## src/rtl/control_sequencer.sv

```systemverilog
// Multicycle control FSM: fetches an opcode over a handshake, decodes it and steps
// through execution states whose codes drive ALUControl directly on ALUOp.
module control_sequencer #(
    parameter int OPC_W   = 5,
    parameter int ALUOP_W = 6
) (
    input  logic               clk,
    input  logic               rst_n,
    input  logic               run,
    output logic               fetch_req,
    input  logic               fetch_ack,
    input  logic [OPC_W-1:0]   opcode,
    output logic               mem_req,
    output logic               mem_we,
    input  logic               mem_ack,
    input  logic               alu_done,
    input  logic               cond_met,
    output logic [ALUOP_W-1:0] ALUOp,
    output logic               ir_write,
    output logic               pc_inc,
    output logic               pc_write,
    output logic               reg_write,
    output logic               flag_write,
    output logic               instr_done,
    output logic               illegal_op
);

    // Execution states reuse their ALUOp code as the state encoding.
    localparam logic [5:0] S_LW_1   = 6'd0;
    localparam logic [5:0] S_LW_2   = 6'd1;
    localparam logic [5:0] S_LW_3   = 6'd2;
    localparam logic [5:0] S_SW_1   = 6'd3;
    localparam logic [5:0] S_SW_2   = 6'd4;
    localparam logic [5:0] S_MOV    = 6'd5;
    localparam logic [5:0] S_ADD    = 6'd6;
    localparam logic [5:0] S_SUB    = 6'd7;
    localparam logic [5:0] S_MUL    = 6'd8;
    localparam logic [5:0] S_DIV    = 6'd9;
    localparam logic [5:0] S_AND    = 6'd10;
    localparam logic [5:0] S_OR     = 6'd11;
    localparam logic [5:0] S_SHL    = 6'd12;
    localparam logic [5:0] S_SHR    = 6'd13;
    localparam logic [5:0] S_CMP    = 6'd14;
    localparam logic [5:0] S_NOT    = 6'd15;
    localparam logic [5:0] S_JR     = 6'd16;
    localparam logic [5:0] S_JPC    = 6'd17;
    localparam logic [5:0] S_BRFL   = 6'd18;
    localparam logic [5:0] S_CALL   = 6'd19;
    localparam logic [5:0] S_RET    = 6'd20;
    localparam logic [5:0] S_NOP    = 6'd21;
    localparam logic [5:0] S_FETCH  = 6'd32;
    localparam logic [5:0] S_DECODE = 6'd33;

    logic [5:0]       state;
    logic [5:0]       next_state;
    logic [5:0]       exec_state;
    logic [OPC_W-1:0] ir;
    logic             fetch_live;
    logic             fetch_fire;

    // fetch_live keeps fetch_req low while reset is asserted and until the first clock after it.
    assign fetch_req  = fetch_live & run & (state == S_FETCH);
    assign fetch_fire = fetch_req & fetch_ack;
    assign ALUOp      = ALUOP_W'((state == S_FETCH || state == S_DECODE) ? S_NOP : state);

    always_ff @(posedge clk or negedge rst_n) begin
        if (!rst_n) begin
            state      <= S_FETCH;
            ir         <= '0;
            fetch_live <= 1'b0;
        end else begin
            state      <= next_state;
            fetch_live <= 1'b1;
            if (fetch_fire) begin
                ir <= opcode;
            end
        end
    end

    // Opcodes 2..18 map to consecutive execution states starting at MOV.
    always_comb begin
        exec_state = S_NOP;
        if (ir == OPC_W'(0)) begin
            exec_state = S_LW_1;
        end else if (ir == OPC_W'(1)) begin
            exec_state = S_SW_1;
        end else if (ir <= OPC_W'(18)) begin
            exec_state = 6'(ir) + 6'd3;
        end
    end

    always_comb begin
        next_state = state;
        mem_req    = 1'b0;
        mem_we     = 1'b0;
        ir_write   = 1'b0;
        pc_inc     = 1'b0;
        pc_write   = 1'b0;
        reg_write  = 1'b0;
        flag_write = 1'b0;
        instr_done = 1'b0;
        illegal_op = 1'b0;
        case (state)
            S_FETCH: begin
                ir_write = fetch_fire;
                pc_inc   = fetch_fire;
                if (fetch_fire) begin
                    next_state = S_DECODE;
                end
            end
            S_DECODE: begin
                illegal_op = (ir > OPC_W'(18));
                next_state = exec_state;
            end
            S_LW_1: next_state = S_LW_2;
            S_LW_2: begin
                mem_req = 1'b1;
                if (mem_ack) begin
                    next_state = S_LW_3;
                end
            end
            S_LW_3: begin
                reg_write  = 1'b1;
                instr_done = 1'b1;
                next_state = S_FETCH;
            end
            S_SW_1: next_state = S_SW_2;
            S_SW_2: begin
                mem_req    = 1'b1;
                mem_we     = 1'b1;
                instr_done = mem_ack;
                if (mem_ack) begin
                    next_state = S_FETCH;
                end
            end
            S_MOV, S_ADD, S_SUB, S_AND, S_OR, S_SHL, S_SHR, S_NOT: begin
                reg_write  = 1'b1;
                instr_done = 1'b1;
                next_state = S_FETCH;
            end
            S_MUL, S_DIV: begin
                reg_write  = alu_done;
                instr_done = alu_done;
                if (alu_done) begin
                    next_state = S_FETCH;
                end
            end
            S_CMP: begin
                flag_write = 1'b1;
                instr_done = 1'b1;
                next_state = S_FETCH;
            end
            S_JR, S_RET: begin
                pc_write   = 1'b1;
                instr_done = 1'b1;
                next_state = S_FETCH;
            end
            S_JPC, S_BRFL: begin
                pc_write   = cond_met;
                instr_done = 1'b1;
                next_state = S_FETCH;
            end
            S_CALL: begin
                pc_write   = 1'b1;
                reg_write  = 1'b1;
                instr_done = 1'b1;
                next_state = S_FETCH;
            end
            S_NOP: begin
                instr_done = 1'b1;
                next_state = S_FETCH;
            end
            default: next_state = S_FETCH;
        endcase
    end

endmodule
```

## config.mk

```make
export PLATFORM = sky130hd
export DESIGN_NAME = control_sequencer
export DESIGN_NICKNAME = d
export VERILOG_FILES = /design/src/rtl/control_sequencer.sv
export SDC_FILE = /design/constraint.sdc
export NUM_CORES = 1
export LEC_CHECK = 0
export BUFFER_PORTS_ARGS = -buffer_cell sky130_fd_sc_hd__buf_2
export CORE_MARGIN = 2
export CORE_UTILIZATION = 38
export DETAILED_ROUTE_END_ITERATION = 8
export PLACE_DENSITY = 0.64
export SYNTH_ARGS = -nofsm -noshare
export SYNTH_HDL_FRONTEND = slang
export SYNTH_SLANG_ARGS = --single-unit
```

## constraint.sdc

```tcl
create_clock -name clk -period 4.2 [get_ports clk]
set_input_delay 0.84 -clock clk [delete_from_list [all_inputs] [get_ports clk]]
set_output_delay 0.84 -clock clk [all_outputs]
set_load 0.01 [all_outputs]
```

======== After elaboration in Yosys (flattened, before gate mapping) ========
Index checks and enable logic that the tools add are counted.
W data, S select, Z words.
storage, ports and cells
  word-level logic and storage cells ...... 64
  output and inout port bits .............. 16
  register bits ........................... 12
cells by class
  reductions and logical operators ........ 10
  bitwise operators ....................... 3
  muxes and demuxes ....................... 17
  equality and inequality tests ........... 28
  $add $sub $neg .......................... 1
  order comparisons ....................... 2
operator list
  operator               count
  $eq A6 B4 Y1 const B   8
  $mux W6                8
  $pmux W6 S7            1
  $eq A6 B5 Y1 const B   6
  $eq A6 B3 Y1 const B   4
  $reduce_or A16 Y1      1
  $eq A6 B2 Y1 const B   2
  $eq A6 B6 Y1 const B   2
  $reduce_or A10 Y1      1
  $ne A2 B2 Y1 const B   4
  $add A5 B2 Y6 const B  1
  $eq A6 B1 Y1 const B   1
  $logic_not A6 Y1       1
  $reduce_or A2 Y1       3
  $eq A5 B1 Y1 const B   1
  $gt A5 B5 Y1 const B   1
  $le A5 B5 Y1 const B   1
  $logic_not A5 Y1       1
  $mux W1                5
  $pmux W1 S2            2
  $reduce_and A4 Y1      1
  $and A1 B1 Y1          3
  $pmux W1 S3            1
  $reduce_or A3 Y1       1
  $logic_or A1 B1 Y1     1

======== Logic depth before layout (Yosys ltp) ========
Gate-level depths: netlist of the first run.
  depth after elaboration ................. 5
  mapped depth ............................ 7
  gate-level depth less buffers ........... 7

======== Least setup slack after synthesis of the first run ========
No wires, ideal clock.
  path type ............................... input -> output
  start point ............................. in fetch_ack
  end point ............................... out pc_inc
  stages on the path ...................... 4
  arrival time ............................ 1.504 ns
  data required time ...................... 3.360 ns
  buffers on the path ..................... 1
  slack ................................... 1.856 ns
  path through ............................ and3_1 > nand4_4 > inv_1 > buf_4
between the ends
  longest elaborated chain between the ends .. 2
ends and longest elaborated chain
  item             RTL line  source
  start, declared  11        input logic fetch_ack,
  $and A1 B1 Y1    63        assign fetch_fire = fetch_req & fetch_ack;
  $mux W1          -
  end, declared    20        output logic pc_inc,
No other way between the ends.

======== Worst setup path in the final report of the first run ========
  start point ............................. reg state[2]
  end point ............................... out instr_done
between the ends
  longest elaborated chain between the ends .. 3
  elaborated cells between the ends (all ways) .. 22
  those cells by class .................... eq/ne (19); mux (1); reduce/logical (2)
ends and longest elaborated chain
  item                                                             RTL line  source
  start, declared                                                  54        logic [5:0] state;
  start signal, assigned                                           72        state <= next_state;
  $eq A6 B5 Y1 (tied with other cells)                             103       case (state)
  $reduce_or A16 Y1 (no line) or $reduce_or A2 Y1 (tied branches)  -
  $pmux W1 S3 (*)                                                  103
  end, declared                                                    24        output logic instr_done,
Every way passes the cells marked *; elsewhere a longest branch is shown, timed or not.

==> results.sh, run 1 <==
export IMPL_period_needed_ns=2.67
export IMPL_boundaryPins=28
export IMPL_clockBufferDepth=2
export IMPL_cp_num_buf_inv=1
export IMPL_start_util_pct=39.8
export IMPL_grt_start_max_net_pins=16
export IMPL_hp_class="in2async"
export IMPL_post_synth_instance_area_um2=977
export IMPL_status="finished clean"
export IMPL_dieWidth_um=54.7
export IMPL_relSlewSlack_pct=66.6
export IMPL_synthFlopType="dfrtp_1"
export IMPL_num_nets_final=149
export IMPL_max_clock_freq_ghz=0.374
export IMPL_synth_seq_cells=12
export IMPL_htreeDepth=1
export IMPL_place_ws_ns=1.67
export IMPL_drv_cap=0
export IMPL_cp_required_ns=3.36
export IMPL_multi_input_area_um2=599
export IMPL_end_kind="primary output"
export IMPL_drtPass1Iterations=4
export IMPL_syn_to_final_growth_pct=15.2
export IMPL_grt_antenna_before_repair=0
export IMPL_synthesis_nets=126
export IMPL_leakage_nw=0.547
export IMPL_cts_num_sinks=12
export IMPL_overflow=0
export IMPL_min_period_over_period_pct=63.6
export IMPL_io_buffers=27
export IMPL_setup_viol=0
export IMPL_n_fill_cell=258
export IMPL_drt_iter0_drc=9
export IMPL_avgSynthCellArea_um2=8.80
export IMPL_cts_resized=0
export IMPL_clkTransAtPathRegs_ns=0.07
export IMPL_gp_congestion=0.744
export IMPL_skew_ns=0.00273
export IMPL_cp_slowest_cell="dfrtp_1"
export IMPL_cts_hold_buf=0
export IMPL_fp_dieArea_mm2=0.00299
export IMPL_numCtsBuffers=3
export IMPL_worst_hold_slack_ns=0.434
export IMPL_core_mm2=0.00245
export IMPL_tightest_slew_ns=0.501
export IMPL_ys_seq_area_share_pct=30.9
export IMPL_final_cell_mix="buf_2 (27), nand2_1 (11), dfrtp_1 (11)"
export IMPL_clock_latency_ns=0.26
export IMPL_cp_max_fo=15
export IMPL_antennaDiodeCount=0
export IMPL_dp_hpwl_um=1550
export IMPL_wl_per_cell_um=12.1
export IMPL_synth_async_sr_flop_share_pct=100
export IMPL_grt_pass1_wl_um=3330
export IMPL_cts_root_buf="clkbuf_4"
export IMPL_grt_usage_pct=15.0
export IMPL_tns_ns=0
export IMPL_antenna_left=0
export IMPL_ir_worst_vdd_mv=0.352
export IMPL_path_delay_family="flip-flops"
export IMPL_synth_cell_type_count=47
export IMPL_drcViolationCount=0
export IMPL_cts_setup_buffers=0
export IMPL_start_kind="flop"
export IMPL_crit_path_cell_trace="nand2b_1, or3_1, a21o_1, o211ai_1, buf_2"
export IMPL_hold_viol_final=0
export IMPL_arrival_ns=1.83
export IMPL_drt_wl_total_um=1980
export IMPL_cp_slowest_stage_delay_ns=0.66
export IMPL_final_common_cell="buf_2"
export IMPL_synth_edf_count=0
export IMPL_die_h_um=54.7
export IMPL_slew_viol_final=0
export IMPL_finalWorstSetupSlack_ns=1.53
export IMPL_path_class="reg2out"
export IMPL_rsz0062_at_grt="false"
export IMPL_finalPower_uw=798
export IMPL_ff_latch_area_um2=302
export IMPL_synthCells=111
export IMPL_powerDensity_mw_per_mm2=708
export IMPL_drive_gt1_share_pct=33.1
export IMPL_routed_via_density=5.23
export IMPL_placed_cells=159
export IMPL_grt_pass1_vias=735
export IMPL_num_vias=852
export IMPL_yosys_warnings=0
export IMPL_fin_cells=163
export IMPL_cts_tree="done"
export IMPL_rows=18
## stage by stage
step | util (%) | instance area (um2)
2_1_floorplan | - | 977
3_3_place_gp | 44.8 | 1100
3_5_place_dp | 44.8 | 1100
4_1_cts | 45.9 | 1130
5_1_grt | 45.9 | 1130
6_report | 45.9 | 1130
## final timing paths
kind | from | end | slack [ns] | depth (start not counted)
min reg2reg | ir[4] | state[3] | 0.60 | 1
min | rst_n | fetch_live | 0.43 | 1
min in group clk | ir[4] | state[3] | 0.60 | 1
max | state[2] | instr_done | 1.53 | 5
max reg2reg | ir[0] | state[1] | 2.48 | 7
max in group asynchronous | rst_n | state[5] | 3.50 | 1
## cells in the mapped netlist, types with 2 or more instances
master / n / area share [%]
inv_1: 7 / 2.7
ha_1: 3 / 3.8
a22oi_1: 2 / 1.5
nand2b_1: 5 / 3.2
dfrtp_1: 11 / 28
nand2_1: 11 / 4.2
nand3_1: 2 / 1.0
and3_1: 2 / 1.3
clkbuf_1: 3 / 1.2
a22o_1: 2 / 1.8
mux2_4: 5 / 7.7
nor3_1: 3 / 1.5
buf_2: 4 / 2.0
a21oi_1: 2 / 1.0
o21ai_1: 2 / 1.0
o31ai_1: 3 / 2.3
nor2_1: 10 / 3.8
nor3_2: 2 / 2.0
o21ai_0: 4 / 2.0
## cell type report
type / instances / area share (%)
Clock buffer: 4 / 2.33
Tap cell: 30 / 3.33
Timing Repair Buffer: 27 / 12.0
Multi-Input combinational cell: 83 / 53.2
Inverter: 7 / 2.33
Sequential cell: 12 / 26.8
## metal layers
layer	GRT usage, %	wire (um)	vias to the layer above
met4	3.75	7	0
li1	-	-	435
met5	0	0	-
met3	1.64	100	2
met2	26.0	924	22
met1	19.8	946	393
## power breakdown
group / internal (mW) / switching, mW / total (mW)
combinational: 0.222 / 0.225 / 0.447
sequential: 0.163 / 0.117 / 0.280
clock: 0.0367 / 0.0342 / 0.0708
## worst register-to-register path: cells and delay by family (launching register included)
kind                       cells  cell delay (ns)
and+or+nand+nor                2             0.25
AOI/OAI and AO/OA              3             0.72
DFF                            1             0.43
adders and majority gates      1             0.14
buffers and inverters          1             0.10
## logic make-up after synthesis
group,share of synthesized area (%)
compound gates,17.0
xor+xnor,1.79
fa+ha+maj,3.84
buf+inv,7.81
flops,30.9
mux,8.71
other cells,0.384
simple gates,29.6
## state kept, by name, indices dropped and copies added (netlist names)
signal and count:
fetch_live 1, state 6, ir 5
(Power assumes the default switching activity.)
==> inputs of run 2 (changes only) <==
--- a/config.mk
+++ b/config.mk
@@ -5,11 +5,12 @@
 export SDC_FILE = /design/constraint.sdc
 export NUM_CORES = 1
 export LEC_CHECK = 0
+export ABC_AREA = 1
 export BUFFER_PORTS_ARGS = -buffer_cell sky130_fd_sc_hd__buf_2
 export CORE_MARGIN = 2
 export CORE_UTILIZATION = 38
 export DETAILED_ROUTE_END_ITERATION = 8
-export PLACE_DENSITY = 0.64
+export PLACE_DENSITY = 0.65
 export SYNTH_ARGS = -nofsm -noshare
 export SYNTH_HDL_FRONTEND = slang
 export SYNTH_SLANG_ARGS = --single-unit
==> constraint.sdc (replaced) <==
create_clock -name clk -period 2.75 [get_ports clk]
set_input_delay 0.55 -clock clk [delete_from_list [all_inputs] [get_ports clk]]
set_output_delay 0.55 -clock clk [all_outputs]
set_load 0.01 [all_outputs]
==> run 2 against run 1 <==
Effect of this change:
- highest routed layer unchanged
- via count rose by 17%
- final area rose by 2.9%
- critical path type unchanged
- wire length rose by 9.4%
- critical endpoint unchanged
- largest cell class unchanged
- sequential power rose by 27%
- combinational power rose by 70%
- first-iteration DRC count rose by 56%
- clock-buffer cell count did not move
- worst hold slack got worse by 0.30 ns
- worst setup slack got worse by 1.0 ns
- register-to-register slack got worse by 1.2 ns
- sequential share of layout area fell by 0.75 points
==> results.sh, run 2 <==
export IMPL_status="finished clean"
export IMPL_grt_usage_pct=15.9
export IMPL_clkTransAtPathRegs_ns=0.08
export IMPL_htreeDepth=1
export IMPL_start_kind="flop"
export IMPL_gp_congestion=0.811
export IMPL_end_kind="primary output"
export IMPL_fin_cells=208
export IMPL_largest_reg_flops=6
export IMPL_core_mm2=0.00245
export IMPL_r2r_slack_ns=1.28
export IMPL_grt_pass1_vias=897
export IMPL_hp_class="in2async"
export IMPL_fin_area_mm2=0.00116
export IMPL_netlist_top_cells_area="dfrtp_1 (28%), nand2_1 (20%), inv_1 (8.5%), nand3_1 (7.2%), nor2_1 (5.0%)"
export IMPL_fp_dieArea_mm2=0.00298
export IMPL_setup_viol=0
export IMPL_synthFlopType="dfrtp_1"
export IMPL_cts_num_sinks=12
export IMPL_p_sw_uw=641
export IMPL_avgSynthCellArea_um2=6.48
export IMPL_rows=18
export IMPL_drcViolationCount=0
export IMPL_final_cell_mix="nand2_1 (51), buf_2 (27), inv_1 (22)"
export IMPL_cp_slowest_stage_delay_ns=0.53
export IMPL_slew_viol_final=0
export IMPL_startpoint="state[1]"
export IMPL_cp_required_ns=2.20
export IMPL_cts_root_buf="clkbuf_4"
export IMPL_cts_resized=0
export IMPL_arrival_ns=1.67
export IMPL_clockBufferDepth=2
export IMPL_yosys_area_top_type="dfrtp_1"
export IMPL_top_register="state"
export IMPL_drive_gt1_share_pct=25.8
export IMPL_drv_cap=0
export IMPL_ys_seq_area_share_pct=31.0
export IMPL_placed_cells=204
export IMPL_synth_async_sr_flop_share_pct=100
export IMPL_ir_worst_vdd_mv=0.746
export IMPL_max_clock_freq_ghz=0.450
export IMPL_num_vias=996
export IMPL_synth_seq_cells=12
export IMPL_leakage_nw=0.716
export IMPL_grt_start_max_net_pins=13
export IMPL_cp_num_buf_inv=2
export IMPL_synth_cell_type_count=26
export IMPL_hold_viol_final=0
export IMPL_wl_per_cell_um=10.4
export IMPL_synth_most_common_cell="nand2_1"
export IMPL_dp_hpwl_um=1820
export IMPL_cts_hold_buf=0
export IMPL_cp_slowest_cell="dfrtp_1"
export IMPL_clkPwrFrac_pct=11.3
export IMPL_overflow=0
export IMPL_combPwrFrac_pct=60.5
export IMPL_grt_antenna_before_repair=0
export IMPL_cts_tree="done"
export IMPL_synth_top_area_share_pct=28.3
export IMPL_io_buffers=27
export IMPL_rsz0062_at_grt="false"
export IMPL_path_delay_family="flip-flops"
export IMPL_antennaDiodeCount=0
export IMPL_synthesis_nets=165
export IMPL_num_nets_final=194
export IMPL_cpMostUsedCell="nand2_1"
export IMPL_numCtsBuffers=3
export IMPL_post_synth_instance_area_um2=972
export IMPL_reg2regPathDepth=8
export IMPL_synthCells=150
export IMPL_drt_iter0_drc=14
export IMPL_intPower_uw=618
export IMPL_drt_wl_total_um=2170
export IMPL_cp_max_fo=8
export IMPL_antenna_left=0
export IMPL_synth_top_cells_by_count="nand2_1 (51), inv_1 (22), nand3_1 (14)"
export IMPL_post_dp_cell_area_mm2=0.00112
export IMPL_reg_top3="state (6), ir (5), fetch_live (1)"
export IMPL_seq_power_share_pct=28.2
export IMPL_path_class="reg2out"
export IMPL_crit_path_cell_trace="inv_1, nor2_1, nand2_1, a21boi_0, nor3_1, nand2_1, buf_2"
export IMPL_die_h_um=54.6
export IMPL_skew_ns=0.00338
export IMPL_n_fill_cell=246
export IMPL_period_needed_ns=2.22
export IMPL_boundaryPins=28
export IMPL_drtPass1Iterations=4
export IMPL_min_period_over_period_pct=80.8
export IMPL_tns_ns=0
export IMPL_reg2reg_to="state[0]"
export IMPL_yosys_warnings=0
export IMPL_start_util_pct=39.6
export IMPL_final_common_cell="nand2_1"
export IMPL_setup_worst_path_end="instr_done"
export IMPL_routed_via_density=4.79
export IMPL_fin_util_pct=47.2
export IMPL_synth_edf_count=0
export IMPL_grt_pass1_wl_um=3530
export IMPL_powerDensity_mw_per_mm2=1090
export IMPL_clock_latency_ns=0.28
export IMPL_cts_setup_buffers=0
export IMPL_syn_to_final_growth_pct=19.2
export IMPL_crit_cells=7
export IMPL_regToRegStartpoint="state[4]"
export IMPL_p_sw_share_pct=50.9
export IMPL_dieWidth_um=54.6
==> run 2: cell families after synthesis <==
family                     synth area share [%]
adders and majority gates                  3.86
buffers and inverters                      12.1
xor gates and xnor gates                  0.901
other                                     0.386
DFF                                        31.0
AOI/OAI and AO/OA                          5.15
and+or+nand+nor                            46.6
==> run 2: worst min-delay path by stage <==
stage	slack (ns)	start	end	depth (start not counted)
after floorplan	0.25	rst_n	fetch_live	0
after global placement	0.44	rst_n	fetch_live	1
after detailed placement	0.45	rst_n	ir[3]	1
after CTS	0.15	rst_n	ir[3]	1
after global routing	0.15	rst_n	ir[3]	1
final	0.14	rst_n	fetch_live	1
==> run 2: cell type report <==
class	instances	area [um2]	share of cell area [%]
clock buffer	4	36.3	3.13
multi-input combinational	111	553	47.7
sequential	12	302	26.0
tap	30	37.5	3.24
timing repair buffer	27	135	11.7
inverter	24	95.1	8.21
==> run 2: power by group through the flow <==
stage	Clock [mW]	Sequential (mW)	Combinational, mW
after floorplan	0	0.331	0.572
after global placement	0	0.350	0.747
after detailed placement	0	0.357	0.762
after CTS	0.146	0.354	0.766
after global routing	0.151	0.368	0.874
final	0.143	0.355	0.761
==> run 2: per-layer routing <==
| layer | share of wire, % | wire, um | track usage (%) | up-vias |
|---|---|---|---|---|
| li1 | - | - | - | 518 |
| met1 | 43 | 935 | 18.9 | 448 |
| met2 | 51 | 1110 | 29.2 | 26 |
| met3 | 3.9 | 85 | 1.91 | 4 |
| met4 | 1.6 | 34 | 5.00 | 0 |
| met5 | 0 | 0 | 0 | - |
==> run 2: metrics by stage <==
stage / hold slack, ns / setup slack (ns) / total power [mW]
after global routing: 0.147 / 0.328 / 1.39
after detailed placement: 0.446 / 0.833 / 1.12
after CTS: 0.148 / 0.519 / 1.27
final: 0.138 / 0.527 / 1.26
after floorplan: 0.254 / 0.939 / 0.903
after global placement: 0.441 / 0.857 / 1.10
==> inputs of run 3 (changes only) <==
--- a/config.mk
+++ b/config.mk
@@ -5,12 +5,12 @@
 export SDC_FILE = /design/constraint.sdc
 export NUM_CORES = 1
 export LEC_CHECK = 0
-export ABC_AREA = 1
+export ABC_AREA = 0
 export BUFFER_PORTS_ARGS = -buffer_cell sky130_fd_sc_hd__buf_2
 export CORE_MARGIN = 2
 export CORE_UTILIZATION = 38
 export DETAILED_ROUTE_END_ITERATION = 8
-export PLACE_DENSITY = 0.65
+export PLACE_DENSITY = 0.64
 export SYNTH_ARGS = -nofsm -noshare
 export SYNTH_HDL_FRONTEND = slang
 export SYNTH_SLANG_ARGS = --single-unit
==> constraint.sdc (replaced) <==
create_clock -name clk -period 2.2 [get_ports clk]
set_input_delay 0.44 -clock clk [delete_from_list [all_inputs] [get_ports clk]]
set_output_delay 0.44 -clock clk [all_outputs]
set_load 0.01 [all_outputs]
==> run 3 against run 2 <==
Effect of this change:
- sequential power up 45%
- sequential cell count unchanged
- utilization up 1.7 points
- critical path depth down 1
- largest cell class unchanged
- register-to-register slack worse by 0.76 ns
- sequential share of layout area down 0.37 points
- total power up 33%
- global-route usage down 0.56 points
- wire length down 0.42%
==> results.sh, run 3 (synthesis gave the netlist of run 1 again) <==
export IMPL_status="finished clean"
export IMPL_antennaDiodeCount=0
export IMPL_syn_to_final_growth_pct=22.8
export IMPL_regToRegStartpoint="ir[0]"
export IMPL_crit_path_cell_trace="inv_1, ha_1, nor2b_1, o31ai_1, nor2_1, buf_2"
export IMPL_grt_antenna_before_repair=0
export IMPL_r2r_slack_ns=0.52
export IMPL_leakage_nw=0.586
export IMPL_placed_cells=159
export IMPL_clkTransAtPathRegs_ns=0.08
export IMPL_io_buffers=27
export IMPL_cts_root_buf="clkbuf_4"
export IMPL_min_period_over_period_pct=95.7
export IMPL_cp_slowest_stage_delay_ns=0.43
export IMPL_reg_top3="state (6), ir (5), fetch_live (1)"
export IMPL_grt_usage_pct=15.3
export IMPL_gp_congestion=0.833
export IMPL_cts_tree="done"
export IMPL_finalWorstSetupSlack_ns=0.0939
export IMPL_grt_start_max_net_pins=16
export IMPL_hp_class="in2async"
export IMPL_rsz0062_at_grt="false"
export IMPL_num_nets_final=157
export IMPL_max_clock_freq_ghz=0.475
export IMPL_skew_ns=0.00179
export IMPL_dp_hpwl_um=1540
export IMPL_cp_slowest_cell="dfrtp_1"
export IMPL_start_kind="flop"
export IMPL_htreeDepth=1
export IMPL_end_kind="primary output"
export IMPL_reg2regPathDepth=7
export IMPL_post_dp_cell_area_mm2=0.00110
export IMPL_fp_dieArea_mm2=0.00299
export IMPL_drtPass1Iterations=4
export IMPL_slew_viol_final=0
export IMPL_period_needed_ns=2.11
export IMPL_fin_util_pct=48.9
export IMPL_numCtsBuffers=3
export IMPL_overflow=0
export IMPL_rows=18
export IMPL_drt_wl_total_um=2160
export IMPL_die_h_um=54.7
export IMPL_start_util_pct=39.8
export IMPL_top_register="state"
export IMPL_hold_viol_final=0
export IMPL_cp_max_fo=5
export IMPL_cts_num_sinks=12
export IMPL_drt_iter0_drc=14
export IMPL_place_ws_ns=0.248
export IMPL_routed_via_density=5.32
export IMPL_grt_pass1_vias=797
export IMPL_final_cell_mix="buf_2 (28), nand2_1 (11), nor2_1 (10)"
export IMPL_fin_cells=171
export IMPL_worst_hold_slack_ns=0.0256
export IMPL_setup_viol=0
export IMPL_arrival_ns=1.67
export IMPL_largest_reg_flops=6
export IMPL_ir_worst_vdd_mv=0.750
export IMPL_grt_pass1_wl_um=3310
export IMPL_num_vias=909
export IMPL_cp_required_ns=1.76
export IMPL_finalPower_mw=1.67
export IMPL_drcViolationCount=0
export IMPL_final_common_cell="buf_2"
export IMPL_drv_cap=0
export IMPL_tns_ns=0
export IMPL_n_fill_cell=240
export IMPL_path_class="reg2out"
export IMPL_reg2reg_to="state[1]"
export IMPL_core_mm2=0.00245
export IMPL_dieWidth_um=54.7
export IMPL_clock_latency_ns=0.28
export IMPL_fin_area_mm2=0.00120
export IMPL_clockBufferDepth=2
export IMPL_antenna_left=0
export IMPL_wl_per_cell_um=12.6
export IMPL_powerDensity_mw_per_mm2=1390
export IMPL_drive_gt1_share_pct=41.1
export IMPL_boundaryPins=28
[run 3: changes by cell type in the layout (fill, tap and decap cells not counted), moves of 5 or more]
| cell | change |
|---|---|
| buf_4 | +7 |
| dfrtp_1 | -5 |
| dfrtp_2 | +5 |
| inv_1 | -15 |
| mux2_4 | +5 |
| nand2_1 | -40 |
| nand2b_1 | +5 |
| nand3_1 | -12 |
| nor2_2 | -5 |
[run 3: cell type report]
class / instances / area, um2 / area share [%]
clock buffers: 4 / 36.3 / 3.02
repair buffers: 35 / 193 / 16.1
flip-flops and latches: 12 / 308 / 25.7
multi-input cells: 83 / 599 / 49.9
well taps: 30 / 37.5 / 3.13
inverters: 7 / 26.3 / 2.19
[run 3: worst max-delay path by stage]
stage,startpoint,endpoint,slack [ns],cells past startpoint
5_1_grt,state[4],instr_done,0.02,6
6_report,ir[0],illegal_op,0.09,6
3_3_place_gp,state[2],instr_done,0.31,5
2_1_floorplan,state[2],instr_done,0.44,5
3_5_place_dp,state[2],instr_done,0.25,5
4_1_cts,state[4],instr_done,0.02,5
[run 3: power by group]
group / switching, mW / internal, mW / leakage, nW
logic: 0.486 / 0.493 / 0.421
clock network: 0.0777 / 0.101 / 0.0210
registers: 0.194 / 0.319 / 0.144
[run 3: what timing repair did]
| item | 4_1_cts | 5_1_grt |
|---|---|---|
| pin swaps | 0 | 0 |
| gates resized for setup | 3 | 2 |
| setup endpoints to repair | 1 | 3 |
| hold buffers | 0 | 0 |
| buffers inserted | 0 | 8 |
[run 3: worst max-delay path: cells and delay by family, from the launching register on]
kind / cells / cell delay [ns]
buf+inv: 2 / 0.26
simple gates: 2 / 0.15
flops: 1 / 0.43
fa+ha+maj: 1 / 0.14
compound gates: 1 / 0.41
[run 3: metal layers]
layer	global-route usage, %	part of all wire [%]	wire length (um)	vias to the layer above
li1	-	-	-	451
met1	18.0	46	988	419
met2	27.2	46	1000	33
met3	1.91	6.4	137	6
met4	7.08	1.4	30	0
met5	0	0	0	-
